<file path="src/rtl/div_acc.sv">
// div_acc: iterative divider accelerator placed after the core controller.
// It replaces a software repeated-subtraction divide loop. It computes the
// loop's end state: quotient counter -> M[Q_ADDR], residue -> M[R_ADDR] and D.
// The core stalls while the operation is in flight.
//
// Optional build macro: DIV_ZERO_GUARD_EN
//   defined   : a zero divisor at start is refused. DivErr pulses and the core
//               runs the loop natively.
//   undefined : DivErr is tied low. A zero divisor runs the normal sequence and
//               writes Q=0, R=Divident, which is not an architectural result.
//
// Handshake: StartDiv102 is a single-cycle request. It is accepted only in IDLE
// with Abort low. Results appear as one write strobe per cycle (WRQ, then WRR),
// and DivDone marks the final write. The core has no ready/backpressure path;
// it is held off through DivStall instead.

module div_acc #(
  parameter int              DATA_W       = 16,
  parameter int              BITS_PER_CYC = 1,
  parameter logic [DATA_W-1:0] Q_ADDR     = 16'd1,
  parameter logic [DATA_W-1:0] R_ADDR     = 16'd2
) (
  input  logic              Clk,
  input  logic              Reset,
  input  logic              StartDiv102,
  input  logic [DATA_W-1:0] Divident,
  input  logic [DATA_W-1:0] Divisor,
  input  logic              Abort,
  output logic              DivStall,
  output logic              DivBusy,
  output logic              DivMemWrEn,
  output logic [DATA_W-1:0] DivMemAddr,
  output logic [DATA_W-1:0] DivMemWrData,
  output logic              DivDWrEn,
  output logic [DATA_W-1:0] DivDData,
  output logic              DivDone,
  output logic              DivErr
);

  localparam int ITERS = DATA_W / BITS_PER_CYC;
  localparam int CNT_W = $clog2(ITERS + 1);
  localparam logic [CNT_W-1:0] ITERS_C = CNT_W'(ITERS);
  localparam logic [CNT_W-1:0] LAST_C  = CNT_W'(1);

  typedef enum logic [2:0] {
    IDLE = 3'd0,
    CALC = 3'd1,
    FIX  = 3'd2,
    WRQ  = 3'd3,
    WRR  = 3'd4
  } state_t;

  state_t state;
  state_t state_next;

  // Operand latches. The dividend is kept unshifted for the FIX zero test.
  logic [DATA_W-1:0] n_reg;
  logic [DATA_W-1:0] d_reg;
  // Division working set: dividend shifter, quotient shifter, and the
  // remainder with one guard bit.
  logic [DATA_W-1:0] n_sh;
  logic [DATA_W-1:0] q_sh;
  logic [DATA_W:0]   r_sh;
  logic [CNT_W-1:0]  cnt;
  // Residue after FIX, held for the WRR cycle.
  logic [DATA_W-1:0] r_fix;

  logic              start_ok;
  logic              err_next;

  logic [DATA_W-1:0] step_n;
  logic [DATA_W-1:0] step_q;
  logic [DATA_W:0]   step_r;
  logic [DATA_W:0]   shifted;

  logic [DATA_W-1:0] fix_q;
  logic [DATA_W-1:0] fix_r;

  assign start_ok = StartDiv102 & ~Abort;

  // Core freeze: this is asserted in the start cycle itself, before busy registers.
  assign DivStall = StartDiv102 | DivBusy;

  // Restoring division step, MSB first. This resolves BITS_PER_CYC quotient bits.
  always_comb begin
    step_n  = n_sh;
    step_q  = q_sh;
    step_r  = r_sh;
    shifted = '0;
    for (int i = 0; i < BITS_PER_CYC; i++) begin
      shifted = {step_r[DATA_W-1:0], step_n[DATA_W-1]};
      step_n  = {step_n[DATA_W-2:0], 1'b0};
      if (shifted >= {1'b0, d_reg}) begin
        step_r = shifted - {1'b0, d_reg};
        step_q = {step_q[DATA_W-2:0], 1'b1};
      end else begin
        step_r = shifted;
        step_q = {step_q[DATA_W-2:0], 1'b0};
      end
    end
  end

  // Convert floor division into the loop's result: the smallest k>=1 with N-k*D<=0.
  always_comb begin
    fix_q = q_sh + 1'b1;
    fix_r = r_sh[DATA_W-1:0] - d_reg;
    if ((r_sh == '0) && (n_reg != '0)) begin
      fix_q = q_sh;
      fix_r = '0;
    end
  end

  // Next-state logic. Abort overrides every non-IDLE state.
  always_comb begin
    state_next = state;
    err_next   = 1'b0;
    unique case (state)
      IDLE: begin
        if (start_ok) begin
`ifdef DIV_ZERO_GUARD_EN
          if (Divisor == '0) begin
            err_next = 1'b1;
          end else begin
            state_next = CALC;
          end
`else
          state_next = CALC;
`endif
        end
      end
      CALC: begin
        if (cnt == LAST_C) begin
          state_next = FIX;
        end
      end
      FIX:     state_next = WRQ;
      WRQ:     state_next = WRR;
      WRR:     state_next = IDLE;
      default: state_next = IDLE;
    endcase
    if (Abort && (state != IDLE)) begin
      state_next = IDLE;
    end
  end

  // State register.
  always_ff @(posedge Clk) begin
    if (Reset) begin
      state <= IDLE;
    end else begin
      state <= state_next;
    end
  end

  // Operand capture, iteration, and FIX result capture.
  always_ff @(posedge Clk) begin
    if (Reset) begin
      n_reg <= '0;
      d_reg <= '0;
      n_sh  <= '0;
      q_sh  <= '0;
      r_sh  <= '0;
      cnt   <= '0;
      r_fix <= '0;
    end else begin
      if ((state == IDLE) && (state_next == CALC)) begin
        n_reg <= Divident;
        d_reg <= Divisor;
        n_sh  <= Divident;
        q_sh  <= '0;
        r_sh  <= '0;
        cnt   <= ITERS_C;
      end else if (state == CALC) begin
        n_sh <= step_n;
        q_sh <= step_q;
        r_sh <= step_r;
        cnt  <= cnt - 1'b1;
      end
      if (state == FIX) begin
        r_fix <= fix_r;
      end
    end
  end

  // Registered outputs are driven from the next state, so they line up with
  // the state they belong to. Data outputs hold between writes.
  always_ff @(posedge Clk) begin
    if (Reset) begin
      DivBusy      <= 1'b0;
      DivMemWrEn   <= 1'b0;
      DivMemAddr   <= '0;
      DivMemWrData <= '0;
      DivDWrEn     <= 1'b0;
      DivDData     <= '0;
      DivDone      <= 1'b0;
    end else begin
      DivBusy    <= (state_next != IDLE);
      DivMemWrEn <= (state_next == WRQ) || (state_next == WRR);
      DivDWrEn   <= (state_next == WRR);
      DivDone    <= (state_next == WRR);
      if (state_next == WRQ) begin
        DivMemAddr   <= Q_ADDR;
        DivMemWrData <= fix_q;
      end
      if (state_next == WRR) begin
        DivMemAddr   <= R_ADDR;
        DivMemWrData <= r_fix;
        DivDData     <= r_fix;
      end
    end
  end

`ifdef DIV_ZERO_GUARD_EN
  // One-cycle divide-by-zero indication for a refused start.
  always_ff @(posedge Clk) begin
    if (Reset) begin
      DivErr <= 1'b0;
    end else begin
      DivErr <= err_next;
    end
  end
`else
  assign DivErr = 1'b0;
  logic unused_err;
  assign unused_err = err_next;
`endif

endmodule

</file>
<file path="config.mk">
export PLATFORM = sky130hd
export DESIGN_NAME = div_acc
export DESIGN_NICKNAME = d
export VERILOG_FILES = /design/src/rtl/div_acc.sv
export SDC_FILE = /design/constraint.sdc
export NUM_CORES = 1
export LEC_CHECK = 0
export CELL_PAD_IN_SITES_DETAIL_PLACEMENT = 1
export CELL_PAD_IN_SITES_GLOBAL_PLACEMENT = 2
export CORE_ASPECT_RATIO = 2
export CORE_MARGIN = 10
export CORE_UTILIZATION = 35
export CTS_CLUSTER_DIAMETER = 80
export CTS_CLUSTER_SIZE = 16
export DETAILED_ROUTE_END_ITERATION = 6
export MAX_ROUTING_LAYER = met4
export PLACE_DENSITY_LB_ADDON = 0.3
export REMOVE_ABC_BUFFERS = 1
export SYNTH_ARGS = -nofsm -noshare
export SYNTH_HDL_FRONTEND = slang
export SYNTH_SLANG_ARGS = --single-unit
export TNS_END_PERCENT = 30
</file>
<file path="constraint.sdc">
create_clock -name Clk -period 7.15 [get_ports Clk]
set_clock_uncertainty 0.1 [all_clocks]
set_input_delay 2.145 -clock Clk [delete_from_list [all_inputs] [get_ports Clk]]
set_output_delay 2.145 -clock Clk [all_outputs]
set_load 0.1 [all_outputs]
</file>
**Word level (Yosys, flattened, before mapping)**

Cells that the tools add are included.

- Register bits after elaboration: 142
- Bits in latches: 0
- RAM bits: 0
- Bits in read-only memories: 0
- Word-level logic and storage cells: 60
- Memories: 0

- $add $sub $neg: 4
- Multipliers: 0
- Divide/modulo/power cells: 0
- Magnitude comparators: 1
- Equality and inequality tests: 7
- Shift operators: 0
- Muxes and demuxes: 16
- Bitwise operators: 3
- Reductions and logical operators: 13

Operators by type and width:

| kind | number |
|---|---|
| $mux W16 | 6 |
| $ge A17 B16 Y1 | 1 |
| $logic_not A17 Y1 | 1 |
| $mux W17 | 1 |
| $sub A17 B16 Y17 | 1 |
| $add A16 B1 Y16 const B | 1 |
| $reduce_bool A16 Y1 | 1 |
| $sub A16 B16 Y16 | 1 |
| $pmux W3 S4 | 1 |
| $mux W5 | 2 |
| $eq A3 B2 Y1 const B | 3 |
| $mux W3 | 3 |
| $eq A3 B1 Y1 const B | 2 |
| $reduce_bool A3 Y1 | 2 |
| $eq A5 B1 Y1 const B | 1 |
| $sub A5 B1 Y5 const B | 1 |
| $mux W2 | 2 |
| $reduce_bool A2 Y1 | 2 |
| $reduce_or A2 Y1 | 2 |
| $eq A3 B3 Y1 const B | 1 |
| $logic_and A1 B1 Y1 | 3 |
| $logic_not A3 Y1 | 1 |
| $and A1 B1 Y1 | 1 |
| $logic_or A1 B1 Y1 | 1 |
| 3 further kinds | 3 |

**Logic depth before layout (Yosys ltp)**

Gate-level depths: netlist of the first run.

- Depth in word-level cells: 8
- Gate-level depth with buffers: 11
- Mapped depth without buffers: 11

**Least setup slack after synthesis of the first run**

OpenSTA, ideal clock, no wires.

- Path kind: input-to-output
- Start: in StartDiv102
- End: out DivStall
- Arrival: 2.653 ns
- Setup slack: 2.252 ns
- Stages: 1
- Buffers on the path: 0
- Cell sequence: or2_2

- Word-level cells in the longest chain between the ends: 1

RTL lines:

| what | line | RTL |
|---|---|---|
| start, declared | 25 | `input logic StartDiv102,` |
| $or A1 B1 Y1 | 82 | `assign DivStall = StartDiv102 \| DivBusy;` |
| end, declared | 29 | `output logic DivStall,` |

Every way passes these cells.

**Final worst setup path of the first run**

Same ends and word-level chain as after synthesis.

==> results.sh, run 1 <==
export IMPL_wl_per_cell_um=17.0
export IMPL_drt_pass1_iter_count=5
export IMPL_clock_sinks=142
export IMPL_finalCritPeriodShare=0.753
export IMPL_tritoncts="yes"
export IMPL_cts_inserted_buffers=17
export IMPL_pin_slew_with_the_least_headroom_to_its_limit_ps=1160
export IMPL_drtAntennaViolNets=0
export IMPL_timing_slew_headroom=0.223
export IMPL_synth_top_flop_cell="sky130_fd_sc_hd__dfxtp_1"
export IMPL_die_h_um=222
export IMPL_row_count=73
export IMPL_min_delay_path_class="flip-flop to flip-flop"
export IMPL_wire_length_of_the_first_global_routing_pass_um=34500
export IMPL_cp_end_kind="primary output"
export IMPL_period_needed_ps=5390
export IMPL_route_detailed_vias_per_inst=5.23
export IMPL_clockRootBuffer="sky130_fd_sc_hd__clkbuf_16"
export IMPL_postSynthCellCount=906
export IMPL_largest_reg_flops=17
export IMPL_synth_top_cells_by_area="sky130_fd_sc_hd__dfxtp_1 (40%), sky130_fd_sc_hd__nand2_1 (10%), sky130_fd_sc_hd__a21oi_1 (7.1%)"
export IMPL_post_layout_util=0.434
export IMPL_worst_r2r_startpoint="d_reg[3]"
export IMPL_design_die_area_um2=26900
export IMPL_cts_h_tree_depth=4
export IMPL_setup_violations=0
export IMPL_synth_top_cell_by_area="sky130_fd_sc_hd__dfxtp_1"
export IMPL_critical_path_class="input port to primary output"
export IMPL_syn2layout_area_growth_pct=21.4
export IMPL_rsz0062_at_grt="false"
export IMPL_power_leakage_nw=3.13
export IMPL_cts_repair_timing_setup_buffer_count=0
export IMPL_post_layout_nets=1025
export IMPL_postRouteWirelength_um=20900
export IMPL_timing_reg2reg_setup_slack_ps=3650
export IMPL_grt_pass1_vias=6946
export IMPL_timing_critical_path_slowest_cell_delay_ps=450
export IMPL_floorplan_io_pins=90
export IMPL_cts_reportedPaths_clkPinSlew_ps=60
export IMPL_ys_warn_count=0
export IMPL_status="finished, final reports clean"
export IMPL_syn_area_um2=7150
export IMPL_final_hold_violation_count=0
export IMPL_cap_violations=0
export IMPL_most_instantiated_cells_after_synthesis="sky130_fd_sc_hd__nand2_1 (193), sky130_fd_sc_hd__dfxtp_1 (142), sky130_fd_sc_hd__a21oi_1 (101)"
export IMPL_post_cts_resized=0
export IMPL_dieWidth_um=121
export IMPL_yosysMostFrequentCell="sky130_fd_sc_hd__nand2_1"
export IMPL_gp_congestion=0.854
export IMPL_timing_hold_worst_start="d_reg[4]"
export IMPL_num_vias=6422
export IMPL_grt_ovfl_total=0
export IMPL_top_register="r_sh"
export IMPL_setup_worst_path_start_class="input port"
export IMPL_count_of_hold_fix_buffers_inserted_at_cts=0
export IMPL_powerDensity_nw_per_um2=265
export IMPL_finalSetupTns_ps=0
export IMPL_async_flop_share=0
export IMPL_floorplan_initialDensity=0.358
export IMPL_worst_skew_pair_late_latency_ps=430
export IMPL_synth_top_cell_area_share=0.397
export IMPL_synth_ff_latch_count=142
export IMPL_cp_cell_sequence="clkdlybuf4s50_1, or2_2, buf_4"
export IMPL_ir_worst_vdd_uv=138
export IMPL_synth_seq_area_share=0.397
export IMPL_drtIter0Drc=288
export IMPL_cpMaxStageDelayCell="sky130_fd_sc_hd__clkdlybuf4s50_1"
export IMPL_syn_area_per_cell_um2=7.89
export IMPL_synth_cell_type_count=58
export IMPL_grt_max_degree=74
export IMPL_drive_gt1_frac=0.0518
export IMPL_combined_global_route_utilization_of_all_metal_layers=0.163
export IMPL_timing_critical_path_fanout_max=4
export IMPL_worstPathRequired_ps=4910
export IMPL_diodes=0
export IMPL_detail_route_drc_violations=0
export IMPL_design_core_area_um2=20000
export IMPL_max_slew_vio_count=0
export IMPL_synth_enable_flop_cells=0
export IMPL_maxClockFrequency_ghz=0.186
export IMPL_initial_antenna_violation_count=0
export IMPL_worst_endpoint_arrival_ps=3140
export IMPL_port_buffers=74
export IMPL_place_detailed_hpwl_um=15800
export IMPL_clk_path_buf_depth=2
export IMPL_critPathLaunch="StartDiv102"
==> power by group <==
group	leakage [nW]	total [mW]	switching [mW]	internal [mW]
registers	1.15	0.830	0.0178	0.813
logic	1.66	0.456	0.292	0.164
clock network	0.324	1.01	0.353	0.657
==> critical path: cells and delay by family <==
kind	cells	cell delay (ps)
buffers and inverters	2	680
and+or+nand+nor	1	310
==> cell families after synthesis <==
family / Yosys count / synth area share
flops: 142 / 0.397
xor+xnor: 38 / 0.0465
simple gates: 349 / 0.215
fa+ha+maj: 36 / 0.0651
compound gates: 243 / 0.211
other cells: 1 / 0.000524
mux: 6 / 0.00857
buf+inv: 91 / 0.0565
==> layer usage <==
layer / GRT usage / routed length, um
met1: 0.145 / 7620
met2: 0.319 / 12200
met3: 0.0319 / 578
met4: 0.0601 / 428
met5: - / 0
==> layout make-up <==
type                       instances  area (um^2)
multi-input combinational        687         3970
clock buffer                      23          488
sequential                       142         2840
clock inverter                     9          180
timing repair buffer              81          788
tap                              262          328
inverter                          24         90.1
fill                            2376        11300
==> cells in the final DEF (no fill, tap or decap), types with 3 or more instances in the layout <==
cell / synthesis / layout
sky130_fd_sc_hd__nand2_1: 193 / 193
sky130_fd_sc_hd__dfxtp_1: 142 / 142
sky130_fd_sc_hd__a21oi_1: 101 / 101
sky130_fd_sc_hd__clkdlybuf4s50_1: 0 / 72
sky130_fd_sc_hd__nor2_1: 57 / 57
sky130_fd_sc_hd__ha_1: 34 / 34
sky130_fd_sc_hd__o21ai_0: 30 / 30
sky130_fd_sc_hd__inv_1: 24 / 24
sky130_fd_sc_hd__nand3_1: 24 / 24
sky130_fd_sc_hd__xor2_1: 21 / 21
sky130_fd_sc_hd__a31oi_1: 20 / 20
sky130_fd_sc_hd__a22oi_1: 18 / 18
sky130_fd_sc_hd__xnor2_1: 17 / 17
sky130_fd_sc_hd__clkbuf_16: 0 / 17
sky130_fd_sc_hd__nand4_1: 16 / 16
sky130_fd_sc_hd__conb_1: 1 / 15
sky130_fd_sc_hd__o22ai_1: 14 / 14
sky130_fd_sc_hd__nor4_1: 11 / 11
sky130_fd_sc_hd__nand2b_1: 10 / 10
sky130_fd_sc_hd__a211oi_1: 10 / 10
sky130_fd_sc_hd__buf_4: 16 / 9
sky130_fd_sc_hd__nor2b_1: 8 / 7
sky130_fd_sc_hd__a21o_1: 7 / 7
sky130_fd_sc_hd__o211ai_1: 6 / 6
sky130_fd_sc_hd__a211o_1: 5 / 5
sky130_fd_sc_hd__nor3_1: 5 / 5
sky130_fd_sc_hd__o21a_1: 5 / 5
sky130_fd_sc_hd__and3_1: 5 / 5
sky130_fd_sc_hd__mux2i_1: 5 / 5
sky130_fd_sc_hd__bufinv_16: 0 / 5
sky130_fd_sc_hd__or3_1: 4 / 4
sky130_fd_sc_hd__o31a_1: 4 / 4
sky130_fd_sc_hd__clkbuf_8: 0 / 4
sky130_fd_sc_hd__or2_2: 3 / 3
sky130_fd_sc_hd__and2_1: 3 / 3
==> final timing paths <==
kind | endpoint | cells past startpoint
max reg2reg | r_sh[6] | 8
min reg2reg | d_reg[4] | 2
max | DivStall | 3
min | d_reg[4] | 2
==> stage by stage <==
step	hold WS, ps	worst slack (ps)	cell area, um^2	instances	power, mW
floorplan	330	2250	6890	853	1.17
global placement	341	1770	8010	1196	1.30
detailed placement	348	1770	8010	1196	1.31
CTS	357	1760	8680	1228	2.32
global route	379	1740	8680	1228	2.40
finish	354	1760	8680	1228	2.30
No activity file was read; power rests on OpenSTA's default activity.
==> inputs of run 2 (changes only) <==
--- a/config.mk
+++ b/config.mk
@@ -9,7 +9,7 @@
 export CELL_PAD_IN_SITES_GLOBAL_PLACEMENT = 2
 export CORE_ASPECT_RATIO = 2
 export CORE_MARGIN = 10
-export CORE_UTILIZATION = 35
+export CORE_UTILIZATION = 33
 export CTS_CLUSTER_DIAMETER = 80
 export CTS_CLUSTER_SIZE = 16
 export DETAILED_ROUTE_END_ITERATION = 6
==> constraint.sdc (replaced) <==
create_clock -name Clk -period 5.5 [get_ports Clk]
set_clock_uncertainty 0.1 [all_clocks]
set_input_delay 1.65 -clock Clk [delete_from_list [all_inputs] [get_ports Clk]]
set_output_delay 1.65 -clock Clk [all_outputs]
set_load 0.1 [all_outputs]
==> results.sh, run 2 (synthesis gave the netlist of run 1 again) <==
export IMPL_diodes=0
export IMPL_r2r_end="r_sh[6]"
export IMPL_power_share_clock=0.419
export IMPL_detail_route_drc_violations=0
export IMPL_rsz0062_at_grt="false"
export IMPL_worstRegToRegCells=8
export IMPL_syn2layout_area_growth_pct=20.9
export IMPL_switching_share=0.303
export IMPL_die_h_um=228
export IMPL_p_int_mw=2.02
export IMPL_maxClockFrequency_ghz=0.228
export IMPL_power_leakage_nw=3.10
export IMPL_cts_h_tree_depth=4
export IMPL_drtIter0Drc=250
export IMPL_design_die_area_um2=28300
export IMPL_num_vias=6536
export IMPL_mostFrequentLayoutCell="sky130_fd_sc_hd__nand2_1"
export IMPL_max_slew_vio_count=0
export IMPL_timing_slew_headroom=0.246
export IMPL_switching_power_mw=0.874
export IMPL_post_layout_util=0.402
export IMPL_combined_global_route_utilization_of_all_metal_layers=0.157
export IMPL_drtAntennaViolNets=0
export IMPL_place_detailed_hpwl_um=16400
export IMPL_gp_congestion=0.806
export IMPL_worst_r2r_startpoint="d_reg[3]"
export IMPL_tritoncts="yes"
export IMPL_critical_path_class="input port to primary output"
export IMPL_critPathLaunch="StartDiv102"
export IMPL_timing_critical_path_fanout_max=4
export IMPL_preCtsSetupSlack_ps=1110
export IMPL_ir_worst_vdd_uv=176
export IMPL_cts_reportedPaths_clkPinSlew_ps=60
export IMPL_power_share_sequential=0.374
export IMPL_hold_ws_ps=353
export IMPL_clk_path_buf_depth=2
export IMPL_cp_end_kind="primary output"
export IMPL_setup_violations=0
export IMPL_design_core_area_um2=21500
export IMPL_drive_gt1_frac=0.0528
export IMPL_worst_skew_pair_late_latency_ps=440
export IMPL_grt_max_degree=63
export IMPL_clock_sinks=142
export IMPL_count_of_hold_fix_buffers_inserted_at_cts=0
export IMPL_final_hold_violation_count=0
export IMPL_initial_antenna_violation_count=0
export IMPL_post_layout_nets=1027
export IMPL_cts_repair_timing_setup_buffer_count=0
export IMPL_post_cts_resized=0
export IMPL_timing_reg2reg_setup_slack_ps=2010
export IMPL_period_needed_ps=4390
export IMPL_wl_per_cell_um=17.3
export IMPL_drt_pass1_iter_count=4
export IMPL_min_delay_path_class="flip-flop to flip-flop"
export IMPL_grt_ovfl_total=0
export IMPL_finalCritPeriodShare=0.798
export IMPL_cts_inserted_buffers=17
export IMPL_powerDensity_nw_per_um2=334
export IMPL_dieWidth_um=124
export IMPL_floorplan_initialDensity=0.333
export IMPL_fillCellCount=2588
export IMPL_port_buffers=74
export IMPL_setup_worst_path_start_class="input port"
export IMPL_floorplan_io_pins=90
export IMPL_route_detailed_vias_per_inst=5.28
export IMPL_clockRootBuffer="sky130_fd_sc_hd__clkbuf_16"
export IMPL_postLayoutSetupSlackWorst_ps=1110
export IMPL_worstPathRequired_ps=3750
export IMPL_cap_violations=0
export IMPL_crit_end="DivStall"
export IMPL_status="finished, final reports clean"
export IMPL_wire_length_of_the_first_global_routing_pass_um=34500
export IMPL_largest_reg_flops=17
export IMPL_grt_pass1_vias=6842
export IMPL_top_register="r_sh"
export IMPL_finalSetupTns_ps=0
export IMPL_postRouteWirelength_um=21400
export IMPL_layout_common_cells="sky130_fd_sc_hd__nand2_1 (193), sky130_fd_sc_hd__dfxtp_1 (142), sky130_fd_sc_hd__a21oi_1 (101)"
export IMPL_pin_slew_with_the_least_headroom_to_its_limit_ps=1130
export IMPL_power_combinational_fraction=0.207
export IMPL_row_count=76
export IMPL_worst_endpoint_arrival_ps=2640
## run 2: how the worst min path moves through the flow
stage	cells after the start	slack (ps)	endpoint	from
detailed placement	2	350	d_reg[8]	d_reg[8]
floorplan	2	330	n_reg[13]	n_reg[13]
global route	2	370	DivDData[13]	DivDData[13]
CTS	2	360	d_reg[8]	d_reg[8]
finish	2	350	DivDData[13]	DivDData[13]
global placement	2	340	DivDData[4]	DivDData[4]
## run 2: layout make-up
cell class / count / area, um^2 / area share
tap: 273 / 342 / 0.0395
sequential: 142 / 2840 / 0.329
clock buffer: 21 / 470 / 0.0544
multi-input combinational: 687 / 3970 / 0.458
clock inverter: 9 / 135 / 0.0156
timing repair buffer: 83 / 803 / 0.0929
inverter: 24 / 90.1 / 0.0104
## run 2: per-stage QoR
| stage | power, mW | instances | cell area, um^2 |
|---|---|---|---|
| finish | 2.89 | 1239 | 8650 |
| detailed placement | 1.70 | 1209 | 8040 |
| CTS | 2.92 | 1239 | 8650 |
| global route | 3.02 | 1239 | 8650 |
| global placement | 1.70 | 1209 | 8040 |
| floorplan | 1.52 | 853 | 6890 |
## run 2: critical path, stage by stage
cell and delay, ps:
sky130_fd_sc_hd__clkdlybuf4s50_1 440, sky130_fd_sc_hd__or2_2 310, sky130_fd_sc_hd__buf_4 230
## run 2: routing by layer
layer  vias to the layer above  part of all wire  routed length, um  global-route usage
met2                        89              0.59              12600               0.301
met4                         0             0.022                462              0.0589
met3                        22             0.031                664              0.0322
met5                         -                 0                  0                   -
li1                       3251                 -                  -                   -
met1                      3174              0.36               7680               0.143
## run 2: power by group through the flow
| stage | Combinational (mW) | Clock (mW) | Sequential [mW] |
|---|---|---|---|
| floorplan | 0.420 | 0 | 1.10 |
| global placement | 0.596 | 0 | 1.10 |
| detailed placement | 0.601 | 0 | 1.10 |
| CTS | 0.604 | 1.24 | 1.08 |
| global route | 0.661 | 1.28 | 1.08 |
| finish | 0.598 | 1.21 | 1.08 |
==> inputs of run 3 (changes only) <==
==> constraint.sdc (replaced) <==
create_clock -name Clk -period 4.33 [get_ports Clk]
set_clock_uncertainty 0.1 [all_clocks]
set_input_delay 1.299 -clock Clk [delete_from_list [all_inputs] [get_ports Clk]]
set_output_delay 1.299 -clock Clk [all_outputs]
set_load 0.1 [all_outputs]
==> results.sh, run 3 (synthesis gave the netlist of run 1 again) <==
export IMPL_status="finished, final reports clean"
export IMPL_floorplan_io_pins=90
export IMPL_design_die_area_um2=28300
export IMPL_power_leakage_nw=3.14
export IMPL_setup_violations=0
export IMPL_initial_antenna_violation_count=0
export IMPL_cts_inserted_buffers=17
export IMPL_post_layout_nets=1031
export IMPL_floorplan_initialDensity=0.333
export IMPL_grt_ovfl_total=0
export IMPL_route_detailed_vias_per_inst=5.18
export IMPL_finalCritPeriodShare=0.845
export IMPL_ir_worst_vdd_uv=244
export IMPL_cap_violations=0
export IMPL_mostFrequentLayoutCell="sky130_fd_sc_hd__nand2_1"
export IMPL_gp_congestion=0.839
export IMPL_maxClockFrequency_ghz=0.273
export IMPL_port_buffers=74
export IMPL_syn2layout_area_growth_pct=21.7
export IMPL_powerDensity_nw_per_um2=424
export IMPL_timing_critical_path_fanout_max=4
export IMPL_num_vias=6446
export IMPL_dieWidth_um=124
export IMPL_worst_skew_pair_late_latency_ps=430
export IMPL_drt_pass1_iter_count=6
export IMPL_design_core_area_um2=21500
export IMPL_cts_h_tree_depth=4
export IMPL_worstPathRequired_ps=2930
export IMPL_clock_sinks=142
export IMPL_drtIter0Drc=250
export IMPL_wire_length_of_the_first_global_routing_pass_um=34000
export IMPL_wl_per_cell_um=17.0
export IMPL_setup_worst_path_start_class="input port"
export IMPL_fillCellCount=2616
export IMPL_max_slew_vio_count=0
export IMPL_placedInstanceArea_um2=8090
export IMPL_rsz0062_at_grt="false"
export IMPL_clk_path_buf_depth=2
export IMPL_diodes=0
export IMPL_critical_path_class="input port to primary output"
export IMPL_cts_reportedPaths_clkPinSlew_ps=60
export IMPL_drtAntennaViolNets=0
export IMPL_count_of_hold_fix_buffers_inserted_at_cts=0
export IMPL_largest_reg_flops=17
export IMPL_die_h_um=228
export IMPL_pin_slew_with_the_least_headroom_to_its_limit_ps=1120
export IMPL_tritoncts="yes"
export IMPL_post_cts_resized=0
export IMPL_min_delay_path_class="flip-flop to flip-flop"
export IMPL_place_detailed_hpwl_um=16700
export IMPL_grt_max_degree=45
export IMPL_postLayoutCellArea_um2=8700
export IMPL_top_register="r_sh"
export IMPL_timing_slew_headroom=0.247
export IMPL_combined_global_route_utilization_of_all_metal_layers=0.155
export IMPL_clockRootBuffer="sky130_fd_sc_hd__clkbuf_16"
export IMPL_layout_common_cells="sky130_fd_sc_hd__nand2_1 (193), sky130_fd_sc_hd__dfxtp_1 (142), sky130_fd_sc_hd__a21oi_1 (101)"
export IMPL_cts_repair_timing_setup_buffer_count=0
export IMPL_worst_endpoint_arrival_ps=2260
export IMPL_finalSetupTns_ps=0
export IMPL_grt_pass1_vias=6715
export IMPL_postRouteWirelength_um=21200
export IMPL_period_needed_ps=3660
export IMPL_row_count=76
export IMPL_fin_cells=1244
export IMPL_detail_route_drc_violations=0
export IMPL_cp_end_kind="primary output"
export IMPL_final_hold_violation_count=0
export IMPL_drive_gt1_frac=0.0566
export IMPL_post_place_cells=1213
## run 3: changes by cell type in the layout (fill, tap and decap cells not counted)
cell	previous run	this run
sky130_fd_sc_hd__clkbuf_8	3	4
sky130_fd_sc_hd__clkbuf_1	1	2
sky130_fd_sc_hd__inv_6	1	2
sky130_fd_sc_hd__buf_12	0	1
sky130_fd_sc_hd__clkinvlp_4	3	1
sky130_fd_sc_hd__buf_4	11	14
## run 3: power breakdown
group          total [mW]  leakage (nW)  internal [mW]  switching [mW]
combinational       0.773          1.69          0.280           0.493
sequential           1.37          1.15           1.34          0.0307
clock                1.54         0.300          0.968           0.574
total                3.69          3.14           2.59            1.10
## run 3: final cells by class
| class | instances | area, um^2 | share of cell area |
|---|---|---|---|
| repair buffers | 87 | 846 | 0.0972 |
| multi-input cells | 687 | 3970 | 0.456 |
| clock inverters | 8 | 129 | 0.0148 |
| flip-flops and latches | 142 | 2840 | 0.327 |
| well taps | 273 | 342 | 0.0393 |
| clock buffers | 23 | 488 | 0.0561 |
| inverters | 24 | 90.1 | 0.0104 |
## run 3: critical path, cell delays in order
cell                              delay [ps]
sky130_fd_sc_hd__clkdlybuf4s50_1         450
sky130_fd_sc_hd__or2_2                   340
sky130_fd_sc_hd__buf_12                  170
## run 3: layer usage
metal / global-route usage / share of wire / up-vias
li1: - / - / 3252
met1: 0.141 / 0.37 / 3088
met2: 0.302 / 0.59 / 86
met3: 0.0289 / 0.028 / 20
met4: 0.0528 / 0.020 / 0
met5: - / 0 / -
## run 3: metrics by stage
step / setup WS (ps) / hold WS, ps / power [mW] / utilization
final: 669 / 355 / 3.69 / 0.405
after global routing: 620 / 368 / 3.87 / 0.405
after CTS: 660 / 358 / 3.73 / 0.405
after detailed placement: 399 / 350 / 2.18 / 0.376
after global placement: 468 / 341 / 2.17 / 0.376
after floorplan: 498 / 330 / 1.93 / -
## run 3: final timing paths
path / from / to / slack, ps / cells past startpoint
worst max-delay path: StartDiv102 / DivStall / 670 / 3
worst min register to register: DivDData[13] / DivDData[13] / 350 / 2
worst max register to register: d_reg[2] / r_sh[0] / 1070 / 9
worst min-delay path: DivDData[13] / DivDData[13] / 350 / 2
